<file path="src/rtl/guia_1102_tx.sv">
// guia_1102_tx: bit-serial frame transmitter.
// Sends a fixed preamble and then a latched payload word, MSB first,
// one bit per clock. The serial line idles low between frames.
module guia_1102_tx #(
    parameter int                DATA_W   = 8,
    parameter int                PRE_W    = 4,
    parameter logic [PRE_W-1:0]  PREAMBLE = 4'b1010
) (
    input  logic              clk,
    input  logic              reset,
    input  logic              start,
    input  logic [DATA_W-1:0] data_in,
    output logic              x,
    output logic              ready,
    output logic              busy,
    output logic              done
);

    localparam int TOTAL = PRE_W + DATA_W;
    localparam int CW    = $clog2(TOTAL) + 1;

    // cnt_q holds the number of frame bits already placed on the line
    localparam logic [CW-1:0] LAST_C = CW'(TOTAL);
    localparam logic [CW-1:0] PRE_C  = CW'(PRE_W);
    localparam logic [CW-1:0] ONE_C  = CW'(1);

    typedef enum logic [1:0] {
        S_IDLE = 2'd0,
        S_PRE  = 2'd1,
        S_DATA = 2'd2,
        S_DONE = 2'd3
    } state_t;

    state_t             state_q, state_d;
    logic [CW-1:0]      cnt_q, cnt_d;
    logic [TOTAL-1:0]   frame_q, frame_d;
    logic               x_q, x_d;
    logic [TOTAL-1:0]   load_w;

    // Whole frame (preamble followed by payload) as one MSB-first word
    assign load_w = {PREAMBLE, data_in};

    // State register
    always_ff @(posedge clk or negedge reset) begin
        if (!reset) begin
            state_q <= S_IDLE;
        end else begin
            state_q <= state_d;
        end
    end

    // Shift register, bit counter and registered serial line
    always_ff @(posedge clk or negedge reset) begin
        if (!reset) begin
            cnt_q   <= '0;
            frame_q <= '0;
            x_q     <= 1'b0;
        end else begin
            cnt_q   <= cnt_d;
            frame_q <= frame_d;
            x_q     <= x_d;
        end
    end

    // Next-state: the state names which part of the frame x is showing
    always_comb begin
        state_d = state_q;
        case (state_q)
            S_IDLE: begin
                if (start) begin
                    state_d = S_PRE;
                end
            end
            S_PRE, S_DATA: begin
                if (cnt_q == LAST_C) begin
                    state_d = S_DONE;
                end else if (cnt_q >= PRE_C) begin
                    state_d = S_DATA;
                end else begin
                    state_d = S_PRE;
                end
            end
            S_DONE: begin
                state_d = S_IDLE;
            end
            default: begin
                state_d = S_IDLE;
            end
        endcase
    end

    // Datapath next values: the first bit goes out on the accepting edge,
    // the remaining bits are shifted out of the captured copy
    always_comb begin
        cnt_d   = cnt_q;
        frame_d = frame_q;
        x_d     = 1'b0;
        case (state_q)
            S_IDLE: begin
                if (start) begin
                    x_d     = load_w[TOTAL-1];
                    frame_d = {load_w[TOTAL-2:0], 1'b0};
                    cnt_d   = ONE_C;
                end else begin
                    cnt_d   = '0;
                end
            end
            S_PRE, S_DATA: begin
                if (cnt_q != LAST_C) begin
                    x_d     = frame_q[TOTAL-1];
                    frame_d = {frame_q[TOTAL-2:0], 1'b0};
                    cnt_d   = cnt_q + ONE_C;
                end else begin
                    frame_d = '0;
                    cnt_d   = '0;
                end
            end
            S_DONE: begin
                cnt_d = '0;
            end
            default: begin
                cnt_d   = '0;
                frame_d = '0;
            end
        endcase
    end

    // Outputs decoded from registered state only
    always_comb begin
        x     = x_q;
        ready = (state_q == S_IDLE);
        busy  = (state_q != S_IDLE);
        done  = (state_q == S_DONE);
    end

endmodule

</file>
<file path="config.mk">
export PLATFORM = sky130hd
export DESIGN_NAME = guia_1102_tx
export DESIGN_NICKNAME = d
export VERILOG_FILES = /design/src/rtl/guia_1102_tx.sv
export SDC_FILE = /design/constraint.sdc
export NUM_CORES = 1
export LEC_CHECK = 0
export CAP_MARGIN = 20
export CORE_MARGIN = 5
export CORE_UTILIZATION = 52
export CTS_BUF_LIST = sky130_fd_sc_hd__clkbuf_16
export CTS_CLUSTER_DIAMETER = 100
export DETAILED_ROUTE_END_ITERATION = 10
export PLACE_DENSITY = 0.89
export REMOVE_ABC_BUFFERS = 1
export SYNTH_ARGS = -nofsm -noshare
export SYNTH_HDL_FRONTEND = slang
export SYNTH_SLANG_ARGS = --single-unit
</file>
<file path="constraint.sdc">
create_clock -name clk -period 2.2 [get_ports clk]
set_clock_uncertainty 0.15 [all_clocks]
set_input_delay 0.66 -clock clk [delete_from_list [all_inputs] [get_ports clk]]
set_output_delay 0.66 -clock clk [all_outputs]
set_load 0.01 [all_outputs]
</file>
==> metrics.md, run 1 <==
| Metric | Value |
|---|---|
| H-tree levels | `1` |
| Reported max-cap violation count | `0` |
| Cells after synthesis | `100` |
| Area Growth Syn to Fin | `23.4%` |
| Post-CTS Hold Buffers | `0` |
| Final ANT Viol Nets | `0` |
| Total wire length | `2090 um` |
| Worst VDD drop | `around 0.00085 V` |
| Slew Viols, Final | `0` |
| Leak pwr | `between 0.5 and 0.6 nW` |
| Hold Crit Depth | `1` |
| EDFF count, synth | `0` |
| CTS tree | `yes` |
| RSZ-0062 raised after global routing | `false` |
| Routed length per placed instance | `roughly 14 um` |
| Status | `complete, no violations` |
| Clock buffer depth | `2` |
| Seq/Total Area, Yosys | `45.8%` |
| Root Buffer | `clkbuf_16` |
| Final worst path period need | `2.09 ns` |
| Total grt overflow | `0` |
| Hold WC Path Type | `reg2reg` |
| Initial drt markers | `9` |
| Clk_lat worst skew | `0.25 ns` |
| Global-route wire length before repair | `~3600 um` |
| 1st-pass router iterations | `4` |
| Async SR Flop Fraction | `100%` |
| Final Setup Violations | `0` |
| Synth warn | `0` |
| Placed Instance Area | `1200 um^2` |
| Largest net degree at the start of global routing | `20` |
| Top_reg_cell synth | `dfrtp_1` |
| Most common cell in the netlist | `dfrtp_1` |
| Worst EP required | `between 1 and 1.5 ns` |
| Layout cell share with drive strength beyond 1 | `12.7%` |
| Vias | `around 800` |
| DR vias/cell | `5.48` |
| Synth unique cells | `30` |
| CTS Buf Count | `3` |
| Final hold vios | `0` |
| Worst-path fanout max | `4` |
| Die ar. | `2990 um^2` |
| WS Path Type | `reg2out` |
| Initial antenna violation count | `0` |
| Pwr per Cell Area | `1310 nW/um^2` |
| # IOs | `15` |
| Post-Syn Area per Cell | `between 10 and 15 um^2` |
| Initial cell density of the core | `53.5%` |
| Top cells by instance count after synthesis | `dfrtp_1 (19), nand3_1 (11), nor3_1 (9), a2bb2oi_1 (8), inv_1 (6)` |
| FF+latch count, synth | `19` |
| Setup TNS | `0 ns` |
| Ranking of synthesized cells by area | `dfrtp_1 (46%), a2bb2oi_1 (6.7%), ha_1 (6.0%), nand3_1 (5.3%), nor3_1 (4.3%)` |
| Clock Sinks | `19` |
| Final-layout fill cell count | `161` |
| Die Height | `~55 um` |
| Port bufs | `14` |
| Nets | `135` |
| Synthesized area | `1040 um^2` |
| FF-to-FF setup slack | `between 0.4 and 0.5 ns` |
| Worst-path clk slew | `0.05 ns` |
| Worst Max-Slew Pin Slew | `0.369 ns` |
| Area share of the largest cell type after synthesis | `~46%` |
| Core area | `1940 um^2` |
| GRT Util Overall | `17.9%` |
| CP Launch Type | `flop` |
| Routability cong. | `approximately 0.74` |
| Tcrit/Tclk final | `95.0%` |
| Site Rows | `16` |
| Hpwl dp | `1500 um` |
| Post-route cell area | `between 1000 and 1500 um^2` |
| Max frequency | `~0.48 GHz` |
| Relative slew margins | `approximately 75%` |
| Inserted Diodes | `0` |
| Type of destination of the critical path | `output pin` |
| Crit path DAT | `1.28 ns` |
| Chip width | `54.7 um` |
| Vias in the first global route | `794` |
| Synth area leader | `dfrtp_1` |
| Number of remaining DRC errors | `0` |
| R2R cell count | `6` |
==> sequential cells by signal, summed over array words and instances, names as in the netlist <==
register and flops:
frame_q 11, cnt_q 5, state_q 2, x 1
==> where the power goes <==
group	leakage, nW	switching (mW)	internal (mW)	total (mW)
clock	0.0423	0.124	0.242	0.365
combinational	0.321	0.344	0.370	0.714
sequential	0.235	0.0956	0.505	0.601
==> worst max-delay path: stages, from the launching register on <==
cell and delay, ns:
dfrtp_1 0.40, inv_1 0.09, ha_2 0.21, inv_1 0.05
dlygate4sd2_1 0.27
==> stage by stage <==
step                      hold WS [ns]  total power, mW  std cells  util [%]  worst slack [ns]
final                            0.365             1.68        145      66.0             0.109
after global routing             0.406             1.83        145      66.0            0.0417
after CTS                        0.372             1.69        145      66.0             0.105
after detailed placement         0.365             1.32        140      61.6            0.0904
after global placement           0.352             1.28        140      61.6             0.151
after floorplan                  0.214             1.09         94         -             0.532
==> cells by family (layout without fill, tap and decap cells) <==
| family | after synthesis | after routing | share of synthesized area [%] |
|---|---|---|---|
| and+or+nand+nor | 42 | 42 | 24.6 |
| DFF | 19 | 19 | 45.8 |
| AOI/OAI and AO/OA | 18 | 18 | 12.8 |
| buffers and inverters | 12 | 30 | 7.35 |
| adders and majority gates | 5 | 5 | 6.02 |
| xor gates and xnor gates | 3 | 3 | 2.53 |
| muxes | 1 | 1 | 0.964 |
==> routing by layer <==
metal / vias up / track usage, % / share of wire (%)
li1: 386 / - / -
met1: 391 / 21.3 / 46
met2: 14 / 29.3 / 49
met3: 4 / 5.72 / 3.5
met4: 0 / 7.47 / 1.6
met5: - / 0 / 0
==> final timing paths <==
path | from | to
worst max-delay path | state_q[1]$_DFFE_PN0P_ | busy
worst min register to register | cnt_q[0]$_DFF_PN0_ | cnt_q[0]$_DFF_PN0_
min in group asynchronous | reset | frame_q[4]$_DFFE_PN0P_
max in group asynchronous | reset | frame_q[8]$_DFFE_PN0P_
worst max register to register | state_q[1]$_DFFE_PN0P_ | frame_q[3]$_DFFE_PN0P_
worst min-delay path | cnt_q[0]$_DFF_PN0_ | cnt_q[0]$_DFF_PN0_
==> cells in the final DEF (no fill, tap or decap), types with 2 or more instances in the layout <==
cell type | netlist | final
and2b_1 | 3 | 3
nor2b_1 | 4 | 4
xor2_1 | 2 | 2
nor2_1 | 3 | 3
o21ai_1 | 3 | 3
clkdlybuf4s50_1 | 0 | 11
nor3_1 | 9 | 9
nand2_1 | 3 | 3
nand3_1 | 11 | 11
dlygate4sd2_1 | 0 | 3
buf_4 | 2 | 6
nand2b_1 | 2 | 2
a2bb2oi_1 | 8 | 8
clkbuf_16 | 0 | 3
inv_1 | 6 | 7
o21ai_0 | 3 | 3
dfrtp_1 | 19 | 19
ha_1 | 5 | 4
==> timing repair <==
item,4_1_cts,5_1_grt
setup endpoints to repair,3,0
setup buffers,1,0
resized for setup,4,0
==> layout make-up <==
cell class / count / area [um^2] / share of cell area [%]
clock buffers: 3 / 75.1 / 5.86
clock inverters: 1 / 3.75 / 0.293
inverters: 6 / 22.5 / 1.76
multi-input cells: 69 / 489 / 38.2
flip-flops and latches: 19 / 475 / 37.1
well taps: 27 / 33.8 / 2.64
repair buffers: 20 / 181 / 14.2
(Power assumes the default switching activity.)
==> run 2, diff against run 1 <==
Settings changed: CORE_MARGIN 5 to 3.
==> metrics.md, run 2 (synthesized netlist as in run 1, its figures left out) <==
| Metric | Value |
|---|---|
| Initial cell density of the core | `57.6% (was 53.5%)` |
| WS Path Type | `reg2out (unchanged)` |
| Worst Hold End | `frame_q[1]$_DFFE_PN0P_ (was cnt_q[0]$_DFF_PN0_)` |
| Logic gate share of total power | `43.0% (was 42.5%)` |
| Int Pwr | `1.12 mW (about the same)` |
| Max frequency | `0.481 GHz (was 0.478 GHz)` |
| Global-route wire length before repair | `3970 um (was 3620 um)` |
| Slew Viols, Final | `0 (unchanged)` |
| Number of remaining DRC errors | `0 (unchanged)` |
| Final hold vios | `0 (unchanged)` |
| Hold_sp | `frame_q[1]$_DFFE_PN0P_ (was cnt_q[0]$_DFF_PN0_)` |
| Critical path, cell by cell | `inv_1 -> ha_1 -> inv_1 -> dlygate4sd2_1 (was inv_1 -> ha_2 -> inv_1 -> dlygate4sd2_1)` |
| Routed length per placed instance | `16.9 um (was 14.4 um)` |
| Site Rows | `15 (was 16)` |
| Pwr per Cell Area | `1350 nW/um^2 (was 1310 nW/um^2)` |
| Nets | `134 (was 135)` |
| Crit path DAT | `1.27 ns (was 1.28 ns)` |
| CP delay by family, top | `buffers and inverters (unchanged)` |
| Worst EP required | `1.39 ns (about the same)` |
| FF-to-FF setup slack | `0.28 ns (was 0.49 ns)` |
| Inserted Diodes | `0 (unchanged)` |
| Vias | `814 (was 795)` |
| Final Setup Violations | `0 (unchanged)` |
| Die ar. | `2570 um^2 (was 2990 um^2)` |
| Total wire length | `2410 um (was 2090 um)` |
| R2R cell count | `4 (was 6)` |
| Total grt overflow | `0 (unchanged)` |
| Layout cell share with drive strength beyond 1 | `11.1% (was 12.7%)` |
| Final worst path period need | `2.08 ns (was 2.09 ns)` |
| Max incr delay on CP | `0.39 ns (was 0.40 ns)` |
| Final-layout fill cell count | `132 (was 161)` |
| Type of destination of the critical path | `output pin (unchanged)` |
| Sequential power share | `35.8% (about the same)` |
| Worst-path fanout max | `4 (unchanged)` |
| Initial drt markers | `38 (was 9)` |
| Crit-path slowest cell | `dfrtp_1 (unchanged)` |
| Root Buffer | `clkbuf_16 (unchanged)` |
| H-tree levels | `1 (unchanged)` |
| Worst Max-Slew Pin Slew | `0.568 ns (was 0.369 ns)` |
| Clk_lat worst skew | `0.25 ns (about the same)` |
| Hold WC Path Type | `reg2reg (unchanged)` |
| Reg2Reg Launch Point | `state_q[1]$_DFFE_PN0P_ (unchanged)` |
| Crit path top cell by count | `inv_1 (unchanged)` |
| 1st-pass router iterations | `4 (unchanged)` |
| Hold Crit Depth | `2 (was 1)` |
| Register name with the most flops | `frame_q (unchanged)` |
| Vias in the first global route | `792 (was 794)` |
| Hpwl dp | `1590 um (was 1500 um)` |
| Relative slew margins | `62.1% (was 75.3%)` |
| Core area | `1800 um^2 (was 1940 um^2)` |
| Clock Sinks | `19 (unchanged)` |
| Reg-to-reg endpoint | `cnt_q[0]$_DFF_PN0_ (was frame_q[3]$_DFFE_PN0P_)` |
| CTS tree | `yes (unchanged)` |
| Tcrit/Tclk final | `94.5% (was 95.0%)` |
| Area Growth Syn to Fin | `22.5% (was 23.4%)` |
| Clock buffer depth | `2 (unchanged)` |
| DR vias/cell | `5.73 (was 5.48)` |
| GRT Util Overall | `21.1% (was 17.9%)` |
| Worst-path clk slew | `0.05 ns (about the same)` |
| Leak pwr | `0.607 nW (was 0.598 nW)` |
| Commonest cells after routing, fill and taps aside | `dfrtp_1 (19), nand3_1 (11), clkdlybuf4s50_1 (11) (unchanged)` |
| Most common cell after layout, fill and taps aside | `dfrtp_1 (unchanged)` |
| Chip width | `50.7 um (was 54.7 um)` |
| Clock group share of total power | `21.2% (was 21.7%)` |
| Psw | `0.606 mW (was 0.563 mW)` |
| Largest regs | `frame_q (11), cnt_q (5), state_q (2) (unchanged)` |
| Power, Total | `1.72 mW (was 1.68 mW)` |
| Placed Instance Area | `1190 um^2 (was 1200 um^2)` |
| Post-route cell area | `1270 um^2 (was 1280 um^2)` |
| CTS Buf Count | `3 (unchanged)` |
| Worst VDD drop | `0.000611 V (was 0.000851 V)` |
| # IOs | `15 (unchanged)` |
| Status | `complete, no violations (unchanged)` |
| Sw Ratio | `35.1% (was 33.5%)` |
| Routability cong. | `0.793 (was 0.743)` |
| Largest net degree at the start of global routing | `21 (was 20)` |
| Initial antenna violation count | `0 (unchanged)` |
| Max reg flops | `11 (unchanged)` |
| Port bufs | `14 (unchanged)` |
| CP Launch Type | `flop (unchanged)` |
| Buf/Inv on CP | `3 (unchanged)` |
| Die Height | `50.7 um (was 54.7 um)` |
| RSZ-0062 raised after global routing | `false (unchanged)` |
| Non-filler cells, final | `142 (was 145)` |
| Setup TNS | `0 ns (unchanged)` |
| Reported max-cap violation count | `0 (unchanged)` |
| Final ANT Viol Nets | `0 (unchanged)` |
| Post-CTS setup buffer count | `0 (was 1)` |
| Dpl cells | `138 (was 140)` |
==> run 2: cell count changes in the layout (fill, tap and decap cells not counted), sizes merged <==
cell and change:
buf -1, dlygate4sd2 -1, dlymetal6s2s +1
==> run 2: worst max-delay path by stage <==
| stage | depth (start not counted) | slack, ns | start | end |
|---|---|---|---|---|
| after floorplan | 5 | 0.53 | state_q[0]$_DFFE_PN0P_ | state_q[1]$_DFFE_PN0P_ |
| after global placement | 5 | 0.15 | start | frame_q[4]$_DFFE_PN0P_ |
| after detailed placement | 5 | 0.07 | start | frame_q[3]$_DFFE_PN0P_ |
| after CTS | 2 | 0.01 | state_q[1]$_DFFE_PN0P_ | done |
| after global routing | 4 | 0.04 | state_q[0]$_DFFE_PN0P_ | busy |
| final | 4 | 0.12 | state_q[0]$_DFFE_PN0P_ | busy |
==> run 2: timing repair <==
action | in CTS | in global routing
pin swaps | 0 | 0
setup endpoints to repair | 2 | 1
hold buffers | 0 | 0
resized for setup | 2 | 1
endpoints found under the hold margin | 0 | 0
==> run 2: metrics by stage <==
step	setup WS (ns)	hold WS [ns]	utilization (%)
floorplan	0.532	0.214	-
global placement	0.150	0.352	66.3
detailed placement	0.0650	0.369	66.3
CTS	0.0131	0.381	70.5
global route	0.0412	0.408	70.6
finish	0.122	0.387	70.6
==> run 2: final cells by class <==
class / instances / area, um^2 / share of cell area, %
sequential: 19 / 475 / 37.4
timing repair buffer: 19 / 178 / 14.0
inverter: 6 / 22.5 / 1.77
multi-input combinational: 69 / 487 / 38.2
tap: 25 / 31.3 / 2.46
clock buffer: 3 / 75.1 / 5.90
clock inverter: 1 / 3.75 / 0.295
==> run 2: power by group through the flow <==
stage / Combinational [mW] / Sequential [mW] / Clock (mW)
floorplan: 0.509 / 0.585 / 0
global placement: 0.684 / 0.601 / 0
detailed placement: 0.731 / 0.611 / 0
CTS: 0.740 / 0.612 / 0.369
global route: 0.817 / 0.630 / 0.387
finish: 0.742 / 0.617 / 0.365
==> run 2: worst min-delay path, delay by kind of cell (launching register included) <==
family	cells	cell delay, ns
AOI/OAI and AO/OA	2	0.15
DFF	1	0.35
==> run 2: routing by layer <==
metal	routed length, um	track usage, %	share of wire [%]	vias up
li1	-	-	-	388
met1	1050	27.3	44	396
met2	1230	35.9	51	25
met3	89	3.56	3.7	5
met4	37	6.73	1.5	0
met5	0	0	0	-
